==> src/rtl/muldiv_unit_if.sv <==
// rtl/muldiv_unit_if.sv - E-stage handshake and operand/result bundle for the RV32M multiply/divide unit
interface muldiv_unit_if #(
    parameter int DATA_WIDTH = 32
);
    logic                  clrE;
    logic                  StartE;
    logic [2:0]            Funct3E;
    logic [DATA_WIDTH-1:0] SrcAE;
    logic [DATA_WIDTH-1:0] SrcBE;
    logic                  busyE;
    logic                  doneE;
    logic [DATA_WIDTH-1:0] ResultE;

    // Pipeline side: issues the instruction and consumes the result.
    modport master (
        output clrE, StartE, Funct3E, SrcAE, SrcBE,
        input  busyE, doneE, ResultE
    );

    // Execution unit side.
    modport slave (
        input  clrE, StartE, Funct3E, SrcAE, SrcBE,
        output busyE, doneE, ResultE
    );
endinterface

==> src/rtl/muldiv_unit.sv <==
// rtl/muldiv_unit.sv - iterative RV32M multiply/divide unit (optional MULDIV_FAST_MUL_EN single-cycle multiply)
module muldiv_unit #(
    parameter int DATA_WIDTH = 32
) (
    input  logic         clk,
    input  logic         rst,
    muldiv_unit_if.slave bus
);
    localparam int W  = DATA_WIDTH;
    localparam int CW = $clog2(W) + 1;

    typedef enum logic [1:0] {IDLE, MUL, DIV, DONE} state_t;

    state_t          state;
    logic [2:0]      f3;
    logic [CW-1:0]   cnt;
    logic [2*W-1:0]  acc;       // MUL: {partial high, multiplier}; DIV: {remainder, quotient}
    logic [W-1:0]    opb;       // MUL: multiplicand; DIV: divisor
    logic            neg_q;     // negate product / quotient at the end
    logic            neg_r;     // negate remainder at the end (dividend sign)
    logic [W-1:0]    result_q;
    logic            done_q;

    logic            start;
    logic            a_sgn, b_sgn, a_neg, b_neg;
    logic [W-1:0]    abs_a, abs_b;
    logic            div0, ovf;
    logic [W-1:0]    sp_res;
    logic [W:0]      mul_sum;
    logic [2*W-1:0]  mul_next, mul_fin;
    logic [W-1:0]    mul_res;
    logic [W:0]      div_shift, div_trial;
    logic [2*W-1:0]  div_next;
    logic [W-1:0]    quot, rem, div_res;
`ifdef MULDIV_FAST_MUL_EN
    logic [2*W-1:0]  fast_prod;
    logic [W-1:0]    fast_res;
`endif

    // Operand preparation, special-case detection and one iteration step of each algorithm.
    always_comb begin
        start  = (state == IDLE) && bus.StartE && !bus.clrE;
        a_sgn  = (bus.Funct3E == 3'b001) || (bus.Funct3E == 3'b010) ||
                 (bus.Funct3E == 3'b100) || (bus.Funct3E == 3'b110);
        b_sgn  = (bus.Funct3E == 3'b001) || (bus.Funct3E == 3'b100) || (bus.Funct3E == 3'b110);
        a_neg  = a_sgn && bus.SrcAE[W-1];
        b_neg  = b_sgn && bus.SrcBE[W-1];
        abs_a  = a_neg ? -bus.SrcAE : bus.SrcAE;
        abs_b  = b_neg ? -bus.SrcBE : bus.SrcBE;

        // Divide by zero and signed overflow bypass the iteration entirely.
        div0   = (bus.SrcBE == '0);
        ovf    = !bus.Funct3E[0] && (bus.SrcAE == {1'b1, {(W-1){1'b0}}}) && (bus.SrcBE == '1);
        if (div0)
            sp_res = bus.Funct3E[1] ? bus.SrcAE : '1;
        else
            sp_res = bus.Funct3E[1] ? '0 : bus.SrcAE;

        // Shift-add: conditionally add multiplicand to the high half, then shift right.
        mul_sum  = {1'b0, acc[2*W-1:W]} + (acc[0] ? {1'b0, opb} : {(W+1){1'b0}});
        mul_next = {mul_sum, acc[W-1:1]};
        mul_fin  = neg_q ? -mul_next : mul_next;
        mul_res  = (f3 == 3'b000) ? mul_fin[W-1:0] : mul_fin[2*W-1:W];

        // Restoring divide: shift in next dividend bit, keep the trial difference if non-negative.
        div_shift = acc[2*W-1:W-1];
        div_trial = div_shift - {1'b0, opb};
        if (div_trial[W])
            div_next = {div_shift[W-1:0], acc[W-2:0], 1'b0};
        else
            div_next = {div_trial[W-1:0], acc[W-2:0], 1'b1};
        quot    = div_next[W-1:0];
        rem     = div_next[2*W-1:W];
        div_res = f3[1] ? (neg_r ? -rem : rem) : (neg_q ? -quot : quot);

`ifdef MULDIV_FAST_MUL_EN
        // Sign-extend to full product width; the low 2W bits of the product are exact.
        fast_prod = {{W{a_neg}}, bus.SrcAE} * {{W{b_neg}}, bus.SrcBE};
        fast_res  = (bus.Funct3E == 3'b000) ? fast_prod[W-1:0] : fast_prod[2*W-1:W];
`endif
    end

    // Stall request; dropped immediately by a flush or reset so the hazard unit releases.
    assign bus.busyE   = !rst && !bus.clrE && (start || (state == MUL) || (state == DIV));
    assign bus.doneE   = done_q;
    assign bus.ResultE = result_q;

    // Control FSM with operand latching, iteration and registered result/done.
    always_ff @(posedge clk or posedge rst) begin
        if (rst) begin
            state    <= IDLE;
            f3       <= '0;
            cnt      <= '0;
            acc      <= '0;
            opb      <= '0;
            neg_q    <= 1'b0;
            neg_r    <= 1'b0;
            result_q <= '0;
            done_q   <= 1'b0;
        end else if (bus.clrE) begin
            state  <= IDLE;
            done_q <= 1'b0;
        end else begin
            case (state)
                IDLE: begin
                    done_q <= 1'b0;
                    if (bus.StartE) begin
                        f3    <= bus.Funct3E;
                        neg_q <= a_neg ^ b_neg;
                        neg_r <= a_neg;
                        cnt   <= CW'(W);
                        if (bus.Funct3E[2]) begin
                            if (div0 || ovf) begin
                                result_q <= sp_res;
                                done_q   <= 1'b1;
                                state    <= DONE;
                            end else begin
                                acc   <= {{W{1'b0}}, abs_a};
                                opb   <= abs_b;
                                state <= DIV;
                            end
                        end else begin
`ifdef MULDIV_FAST_MUL_EN
                            result_q <= fast_res;
                            done_q   <= 1'b1;
                            state    <= DONE;
`else
                            acc   <= {{W{1'b0}}, abs_b};
                            opb   <= abs_a;
                            state <= MUL;
`endif
                        end
                    end
                end
                MUL: begin
                    acc <= mul_next;
                    cnt <= cnt - 1'b1;
                    if (cnt == CW'(1)) begin
                        result_q <= mul_res;
                        done_q   <= 1'b1;
                        state    <= DONE;
                    end
                end
                DIV: begin
                    acc <= div_next;
                    cnt <= cnt - 1'b1;
                    if (cnt == CW'(1)) begin
                        result_q <= div_res;
                        done_q   <= 1'b1;
                        state    <= DONE;
                    end
                end
                default: begin
                    done_q <= 1'b0;
                    state  <= IDLE;
                end
            endcase
        end
    end
endmodule
==> src/flat_wrapper.sv <==
// flat-port wrapper written by rule: the top's interface ports become plain ports
module muldiv_unit_flat 
#(
    parameter int DATA_WIDTH = 32
)
  (clk, rst, bus_clrE, bus_StartE, bus_Funct3E, bus_SrcAE, bus_SrcBE, bus_busyE, bus_doneE, bus_ResultE);
  muldiv_unit_if #(.DATA_WIDTH(DATA_WIDTH)) bus_i ();
  input  logic clk;
  input  logic rst;
  input wire logic [$bits(bus_i.clrE)-1:0] bus_clrE;
  input wire logic [$bits(bus_i.StartE)-1:0] bus_StartE;
  input wire logic [$bits(bus_i.Funct3E)-1:0] bus_Funct3E;
  input wire logic [$bits(bus_i.SrcAE)-1:0] bus_SrcAE;
  input wire logic [$bits(bus_i.SrcBE)-1:0] bus_SrcBE;
  output wire logic [$bits(bus_i.busyE)-1:0] bus_busyE;
  output wire logic [$bits(bus_i.doneE)-1:0] bus_doneE;
  output wire logic [$bits(bus_i.ResultE)-1:0] bus_ResultE;
  assign bus_i.clrE = bus_clrE;
  assign bus_i.StartE = bus_StartE;
  assign bus_i.Funct3E = bus_Funct3E;
  assign bus_i.SrcAE = bus_SrcAE;
  assign bus_i.SrcBE = bus_SrcBE;
  assign bus_busyE = bus_i.busyE;
  assign bus_doneE = bus_i.doneE;
  assign bus_ResultE = bus_i.ResultE;
  muldiv_unit #(.DATA_WIDTH(DATA_WIDTH)) u_core (.clk(clk), .rst(rst), .bus(bus_i));
endmodule
==> config.mk <==
export PLATFORM = sky130hd
export DESIGN_NAME = muldiv_unit_flat
export DESIGN_NICKNAME = d
export VERILOG_FILES = /design/src/rtl/muldiv_unit_if.sv /design/src/rtl/muldiv_unit.sv /design/src/flat_wrapper.sv
export SDC_FILE = /design/constraint.sdc
export NUM_CORES = 1
export LEC_CHECK = 0
export CAP_MARGIN = 20
export CORE_UTILIZATION = 35
export CTS_CLUSTER_SIZE = 40
export DETAILED_ROUTE_END_ITERATION = 7
export SKIP_CTS_REPAIR_TIMING = 1
export SLEW_MARGIN = 15
export SYNTH_ARGS = -nofsm -noshare
export SYNTH_HDL_FRONTEND = slang
export SYNTH_SLANG_ARGS = --single-unit
==> constraint.sdc <==
create_clock -name clk -period 18.5 [get_ports clk]
set_input_delay 3.7 -clock clk [delete_from_list [all_inputs] [get_ports clk]]
set_output_delay 3.7 -clock clk [all_outputs]
set_load 0.01 [all_outputs]
* Word-level counts from Yosys, hierarchy flattened *
Index checks and enable logic that the tools add are counted.

storage, ports and cells
  bits of input ports = 71
  flip-flop bits (word level) = 142
  logic and storage cells = 106
  output and inout bits = 34

cells by class
  reductions and logical operators = 31
  mux-type cells = 38
  eq/ne operators = 18
  bitwise operators = 2
  $add $sub $neg = 8

operators with widths
  kind                                                                   number
  32-bit 2-to-1 mux                                                      17
  64-bit 2-to-1 mux                                                      5
  64-bit one-hot mux with 3 select lines                                 1
  32-bit negation                                                        4
  32-bit one-hot mux with 3 select lines                                 1
  32-bit equality test, second input constant                            2
  64-bit negation                                                        1
  32-bit by 33-bit adder with 33-bit output                              1
  33-bit by 32-bit subtractor with 33-bit output                         1
  32-bit zero test                                                       1
  2-bit != test, second input constant                                   6
  6-bit one-hot mux with 2 select lines                                  1
  1-bit logical AND                                                      8
  1-bit logical OR                                                       8
  2-bit 2-to-1 mux                                                       4
  4-bit AND reduction                                                    2
  7-bit AND reduction                                                    1
  3-bit equality test, second input constant                             2
  6-bit by 1-bit equality test with 1-bit output, second input constant  1
  1-bit 2-to-1 mux                                                       6
  6-bit 2-to-1 mux                                                       1
  3-bit != test, second input constant                                   2
  3-bit AND reduction                                                    2
  6-bit by 1-bit subtractor with 6-bit output, second input constant     1
  other kinds (16)                                                       18

* Longest topological paths before layout *
  depth in word-level cells = 10
  gate-level depth with buffers = 28
  mapped depth without buffers = 26

* Worst setup path before layout *
No wires, ideal clock.

  kind = input to output
  start = input port bus_StartE
  end = output port bus_busyE
  buffers on the path = 0
  slack = 10.712 ns
  stages on the path = 2
  required time = 14.800 ns
  arrival time = 4.088 ns
  cells stage by stage = nand2_1 > a211oi_1

between the ends
  longest elaborated chain between the ends = 5

ends and longest elaborated chain
  what                            RTL line            RTL
  from (decl)                     flat_wrapper.sv:11  input wire logic [$bits(bus_i.StartE)-1:0] bus_StartE;
  1-bit logical AND (2 in a row)  muldiv_unit.sv:42   start = (state == IDLE) && bus.StartE && !bus.clrE;
  1-bit logical OR (2 in a row)   muldiv_unit.sv:84   assign bus.busyE = !rst && !bus.clrE && (start || (state == MUL) || (state == DIV));
  1-bit logical AND               muldiv_unit.sv:84
  to (decl)                       flat_wrapper.sv:15  output wire logic [$bits(bus_i.busyE)-1:0] bus_busyE;

Every way passes these cells.

* Final worst setup path *
Same ends and word-level chain as after synthesis.

==> results.ini <==
[sta]
finClkSkew_ns=0.01756
finalCritPeriodShare=0.4751
period_needed_ns=8.790
rsz0062_at_grt=no
max_freq_ghz=0.1138
hold_violations=0
final.setup.tns_ns=0
slew_headroom=0.2353
worstMarginPinSlew_ns=1.146
slew_violations=0
setup_viol=0

[synth]
synth_edf_count=0
synth.area.top_cells=dfrtp_1 (20%), o21ai_0 (7.1%), nand2_1 (7.0%), a21oi_1 (6.4%), ha_1 (5.4%)
synth-async-reset-ratio=1.000
ys_types=91
synth_fp_nets=2674
synth_top_area_share=0.2017
seq_area_frac_synth=0.2017
yosysWarnings=0
synth-seq-cells=142
synthesis.area_mm2=0.01762
synth_area_leader_cell=dfrtp_1
synth_flop_cell=dfrtp_1
synth_area_per_cell_um2=6.977
netlist_instances=2525

[setup_path]
setup.worst_path.start_class=primary input
cpLargestDelayFamily=buffers and inverters
cp_cell_sequence=clkdlybuf4s50_1 -> nand2_1 -> a211oi_1 -> clkdlybuf4s50_1
max_stage_delay_ns=0.58
cp.buffers_inverters=2
cpMostUsedCell=clkdlybuf4s50_1
cp_max_fo=3
cp.required_ns=14.80
critical_path.slowest_cell=clkdlybuf4s50_1
path_class=primary input to output port
reg2reg_depth=26
worstSetupEndpointType=output port
arrival_ns=5.09
worst-path-stages=4

[finish]
nets=2629
syn_to_final_growth_pct=11.36
final_util=0.3983
drive_above_1_share=0.04292
diodes=0

[global_route]
gr-total-overflow=0
antenna_found_initial=0
grt_pass1_wl_mm=109.1
grt_max_degree=117
grt_usage=0.2813
grt_pass1_vias=17930

[detailed_routing]
drt-met1-wl_mm=30.59
firstDrtPassIters=6
wl_met3_mm=7.236
finalWirelength_mm=72.89
remaining_drc_errors=0
ant_nets=0
wl_met2_mm=31.80
wl_per_cell_um=23.09
viasPerCell=6.213
top_layer_used=met4
drtIter0Drc=2458
vias=19610

[pwr]
power_density_mw_per_mm2=141.3
ir_drop_v=0.0001072
p_total_w=0.002771
leakagePower_nw=7.685

[hold_path]
hold_depth=1
hold_path_class=register to register

[die]
die_h_um=226.4
start_util=0.3577
coreArea_mm2=0.04925
design.die.area_mm2=0.05123
dieWidth_um=226.4
rows=81
ios=105

[clocking]
htreeDepth=4
path_clk_slew_ns=0.07
cts_tree=done
clockBufferDepth=2
numCtsBuffers=17
root_buffer=clkbuf_16
clock-sinks=142
clkLatencyLatePin_ns=0.45

[run]
max_cap_viol_count=0

[place]
port_buffers=104
hpwl_mm=56.51
gp_congestion=1.014

[run_status]
outcome=completed

## cells in the mapped netlist (all sizes together), types with 6 or more instances
library cell    n
a211o          11
a211oi         14
a21o           33
a21oi         224
a221oi         38
a22oi          18
a311oi          8
a31o            6
a31oi          37
a41oi           6
and2           33
and3           23
buf            28
clkbuf        166
dfrtp         142
ha             76
inv            78
maj3           23
mux2i          25
nand2         327
nand2b         18
nand3          45
nand4          27
nor2          246
nor2b          12
nor3           78
nor4           26
o2111ai        10
o211ai         33
o21a           12
o21ai         254
o221ai          7
o22ai           9
o311ai          9
o31a            9
o31ai          56
o41ai          13
or2            12
or3            52
or4            12
xnor2         107
xor2           73
## layer usage
layer / up-vias / global-route usage
met5: - / 0
met4: 0 / 0.1277
met3: 139 / 0.05805
met2: 974 / 0.4269
met1: 9370 / 0.3809
li1: 9131 / -
## area by class of cell
class | count | area [µm²]
timing repair buffer | 130 | 1271
clock inverter | 15 | 193.9
sequential | 142 | 3555
clock buffer | 17 | 425.4
fill | 5225 | 29640
multi-input combinational | 2107 | 13030
tap | 664 | 830.8
inverter | 82 | 312.8
## metrics by stage
stage                     instance area, µm²  instances  worst slack (ns)  hold WS, ns
after floorplan                        17620       2525             10.71       0.4452
after global placement                 18940       3122             9.715       0.4645
after detailed placement               18940       3122             9.718       0.4696
after CTS                              19560       3154             9.714       0.4850
after global routing                   19620       3157             9.637       0.5168
final                                  19620       3157             9.710       0.4810
## report_power, final
part / switching [W] / internal, W / total, W / leakage, nW
combinational: 0.00117 / 0.000608 / 0.00178 / 5.57
sequential: 0.000193 / 0.000425 / 0.000618 / 1.82
clock: 0.000171 / 0.000206 / 0.000377 / 0.297
total: 0.00153 / 0.00124 / 0.00277 / 7.68
## cells in the final DEF (no fill, tap or decap), types with 8 or more instances in the layout
| cell | Yosys | final |
|---|---|---|
| a211o_1 | 11 | 11 |
| a211oi_1 | 14 | 14 |
| a21o_1 | 33 | 33 |
| a21oi_1 | 224 | 223 |
| a221oi_1 | 37 | 37 |
| a22oi_1 | 18 | 18 |
| a311oi_1 | 8 | 8 |
| a31oi_1 | 37 | 37 |
| and2_1 | 31 | 31 |
| and3_1 | 23 | 23 |
| buf_4 | 0 | 24 |
| clkbuf_16 | 0 | 17 |
| clkdlybuf4s50_1 | 0 | 103 |
| dfrtp_1 | 142 | 141 |
| ha_1 | 76 | 73 |
| inv_1 | 78 | 77 |
| maj3_1 | 23 | 23 |
| mux2i_1 | 25 | 25 |
| nand2_1 | 327 | 326 |
| nand2b_1 | 18 | 17 |
| nand3_1 | 45 | 45 |
| nand4_1 | 27 | 27 |
| nor2_1 | 246 | 245 |
| nor2b_1 | 12 | 12 |
| nor3_1 | 78 | 77 |
| nor4_1 | 22 | 21 |
| o2111ai_1 | 10 | 10 |
| o211ai_1 | 33 | 33 |
| o21a_1 | 12 | 12 |
| o21ai_0 | 251 | 251 |
| o22ai_1 | 9 | 9 |
| o311ai_0 | 8 | 8 |
| o31a_1 | 9 | 9 |
| o31ai_1 | 56 | 56 |
| o41ai_1 | 13 | 13 |
| or2_2 | 11 | 11 |
| or3_1 | 50 | 49 |
| or4_1 | 11 | 11 |
| xnor2_1 | 106 | 106 |
| xor2_1 | 73 | 73 |
## registers in the layout (all words and copies together), names as in the netlist
signal              flops
u_core.neg_q            1
u_core.f3               3
u_core.neg_r            1
u_core.bus.ResultE     32
u_core.state            2
u_core.cnt              6
u_core.acc             64
u_core.bus.doneE        1
u_core.opb             32
## cells by family (layout without fill, tap and decap cells)
group / count (synthesis) / in the layout / synth area share
adder cells (fa/ha/maj): 101 / 101 / 0.06932
AO/OA/AOI/OAI: 857 / 857 / 0.3077
AND/OR/NAND/NOR: 940 / 940 / 0.2538
flip-flops: 142 / 142 / 0.2017
multiplexers: 29 / 29 / 0.01676
buffers and inverters: 276 / 244 / 0.06072
XOR/XNOR: 180 / 180 / 0.08991
## final timing paths
path                                        start                      to  slack (ns)
setup reg to reg                   u_core.acc[31]  u_core.bus.ResultE[28]       10.34
hold / removal             u_core.bus.ResultE[12]  u_core.bus.ResultE[12]        0.48
max in group asynchronous                     rst          u_core.acc[48]       13.34
min in group asynchronous                     rst        u_core.bus.doneE        3.79
hold reg to reg            u_core.bus.ResultE[12]  u_core.bus.ResultE[12]        0.48
setup / recovery                       bus_StartE               bus_busyE        9.71
Power figures use the tool's default switching activity.
==> RTL change, RTL diff (same settings) <==
`DATA_WIDTH` is set to 32 in 3 places; all go to 16.
--- a/src/rtl/muldiv_unit_if.sv
+++ b/src/rtl/muldiv_unit_if.sv
@@ -1,6 +1,6 @@
 // rtl/muldiv_unit_if.sv - E-stage handshake and operand/result bundle for the RV32M multiply/divide unit
 interface muldiv_unit_if #(
-    parameter int DATA_WIDTH = 32
+    parameter int DATA_WIDTH = 16
 );
     logic                  clrE;
     logic                  StartE;
--- a/src/rtl/muldiv_unit.sv
+++ b/src/rtl/muldiv_unit.sv
@@ -1,6 +1,6 @@
 // rtl/muldiv_unit.sv - iterative RV32M multiply/divide unit (optional MULDIV_FAST_MUL_EN single-cycle multiply)
 module muldiv_unit #(
-    parameter int DATA_WIDTH = 32
+    parameter int DATA_WIDTH = 16
 ) (
     input  logic         clk,
     input  logic         rst,
--- a/src/flat_wrapper.sv
+++ b/src/flat_wrapper.sv
@@ -1,7 +1,7 @@
 // flat-port wrapper written by rule: the top's interface ports become plain ports
 module muldiv_unit_flat 
 #(
-    parameter int DATA_WIDTH = 32
+    parameter int DATA_WIDTH = 16
 )
   (clk, rst, bus_clrE, bus_StartE, bus_Funct3E, bus_SrcAE, bus_SrcBE, bus_busyE, bus_doneE, bus_ResultE);
   muldiv_unit_if #(.DATA_WIDTH(DATA_WIDTH)) bus_i ();
Interface: changed (resized bus_ResultE, bus_SrcAE and bus_SrcBE); port bits go from 105 to 57. No check against the original RTL was run, so the function may have changed too.
==> RTL change against the original RTL <==
Design area decreased by 48%; wire length decreased by 56%; synthesized cell count decreased by 50%; power decreased by 50%; core utilization increased by 0.16 points; worst setup slack improved by 0.069 ns; non-clock buffer count decreased by 62; register-to-register slack improved by 2.4 ns; area after synthesis decreased by 48%; sequential cell count decreased by 65; sequential power decreased by 47%; first-iteration DRC count decreased by 58%; critical path type unchanged.
==> RTL change: results <==
set metrics [dict create \
    yosysWarnings 0 \
    cts_root_buf "clkbuf_16" \
    peakVddDrop_uv 56.60 \
    synthTopCellsByArea "dfrtp_1, o21ai_0, nand2_1, ha_1, nor2_1" \
    cp-startpoint "bus_StartE" \
    first_global_vias 8706 \
    vias 9435 \
    cp_top_family "buffers and inverters" \
    min_from "u_core.opb[3]$_DFFE_PP0P_" \
    drive_above_1_share_pct 5.209 \
    routabilityCongestion 0.9966 \
    tightest_slew_ns 1.028 \
    cpMaxStageDelayCell "clkdlybuf4s50_1" \
    worstPathArrival_ns 5.02 \
    largest_register "u_core.acc" \
    drt_iter0_markers 1023 \
    max_stage_delay_ns 0.56 \
    clock_skew_ns 0.01446 \
    cts_made_buffers 9 \
    final_nets 1347 \
    status "completed" \
    io_buffers 56 \
    ys_seq_area_share_pct 21.07 \
    syn_nets 1357 \
    htreeDepth 3 \
    rr_startpoint "u_core.acc[15]$_DFFE_PP0P_" \
    clk_latency_ns 0.35 \
    dp_hpwl_um 23960 \
    drtPass1Iterations 6 \
    synth_top_area_share_pct 21.07 \
    cts_max_path_buffers 2 \
    grt_pass1_wl_um 50160 \
    cp_max_fo 4 \
    hold_path_class "flip-flop to flip-flop" \
    routedWlPerCell_um 20.11 \
    r2r_slack_ns 12.73 \
    clk_pin_slew_ns 0.07 \
    async_reset_ff_share_pct 100.0 \
    grt.total_usage_pct 24.33 \
    synthDistinctLibCells 84 \
    antenna_found_initial 0 \
    largest_reg_flops 32 \
    power.leakage_nw 4.079 \
    grt_max_degree 68 \
    netlist_top_cells_count "nand2_1, o21ai_0, nor2_1" \
    antennaDiodeCount 0 \
]
RTL change: changes by cell type in the layout (fill, tap and decap cells not counted), moves of 32 or more:
cell	change
o21ai_0	-112
xnor2_1	-60
o31ai_1	-32
a21oi_1	-137
xor2_1	-32
a221oi_1	-34
clkdlybuf4s50_1	-48
nor2_1	-126
nand2_1	-163
nor3_1	-38
dfrtp_1	-64
RTL change: per-layer routing:
layer	global-route usage (%)	vias up	wire length [um]
li1	-	4583	-
met1	34.34	4449	15070
met2	37.62	342	14110
met3	2.692	61	1811
met4	9.554	0	1117
met5	0	-	0
RTL change: worst reg2reg max path: stages, from the launching register on:
cell      delay (ns)
dfrtp_1         0.51
inv_1           0.16
ha_1            0.24
fa_1            0.42
nor2b_1         0.27
o211ai_1        0.21
a211oi_1        0.65
nor3_1          0.19
xnor2_2         0.16
buf_4           0.40
inv_1           0.09
buf_4           0.25
nand2_1         0.11
o21ai_1         0.10
inv_1           0.08
ha_1            0.20
inv_1           0.10
nor3_1          0.50
nand3_1         0.14
o311ai_0        0.18
xnor2_1         0.11
a21boi_0        0.42
o21ai_0         0.16
RTL change: final cells by class:
| cell class | instances | area, um^2 |
|---|---|---|
| Clock buffer | 10 | 239.0 |
| Tap cell | 330 | 412.9 |
| Fill cell | 2681 | 15240 |
| Inverter | 53 | 200.2 |
| Timing Repair Buffer | 68 | 643.1 |
| Sequential cell | 77 | 1927 |
| Multi-Input combinational cell | 1053 | 6683 |
| Clock inverter | 6 | 52.55 |
RTL change: final timing paths:
kind                                                 endpoint  depth (start not counted)
setup / recovery                                    bus_busyE                          4
max in group asynchronous           u_core.opb[6]$_DFFE_PP0P_                          3
setup reg to reg           u_core.bus.ResultE[10]$_DFFE_PP0P_                         22
min in group asynchronous        u_core.bus.doneE$_DFFE_PP0P_                          2
hold / removal                      u_core.opb[3]$_DFFE_PP0P_                          2
hold reg to reg                     u_core.opb[3]$_DFFE_PP0P_                          2
RTL change: cell families after synthesis:
family                     after synthesis  share of synthesized area, %
AOI/OAI and AO/OA                      410                         28.54
xor gates and xnor gates                88                         8.511
adders and majority gates               57                         7.663
buffers and inverters                  142                         6.021
DFF                                     77                         21.07
muxes                                   35                         3.982
and+or+nand+nor                        463                         24.21
RTL change: power by group:
| part | internal, mW | switching, mW |
|---|---|---|
| logic | 0.320 | 0.551 |
| clock network | 0.0970 | 0.0860 |
| registers | 0.229 | 0.0992 |
RTL change: per-stage QoR:
stage	hold slack (ns)	worst slack (ns)	area [um^2]	instances	utilization, %
2_1_floorplan	0.4498	10.78	9144	1272	-
3_3_place_gp	0.4647	9.783	9861	1580	38.82
3_5_place_dp	0.4703	9.777	9861	1580	38.82
4_1_cts	0.4853	9.779	10150	1596	39.97
5_1_grt	0.5161	9.721	10160	1597	39.99
6_report	0.4810	9.779	10160	1597	39.99
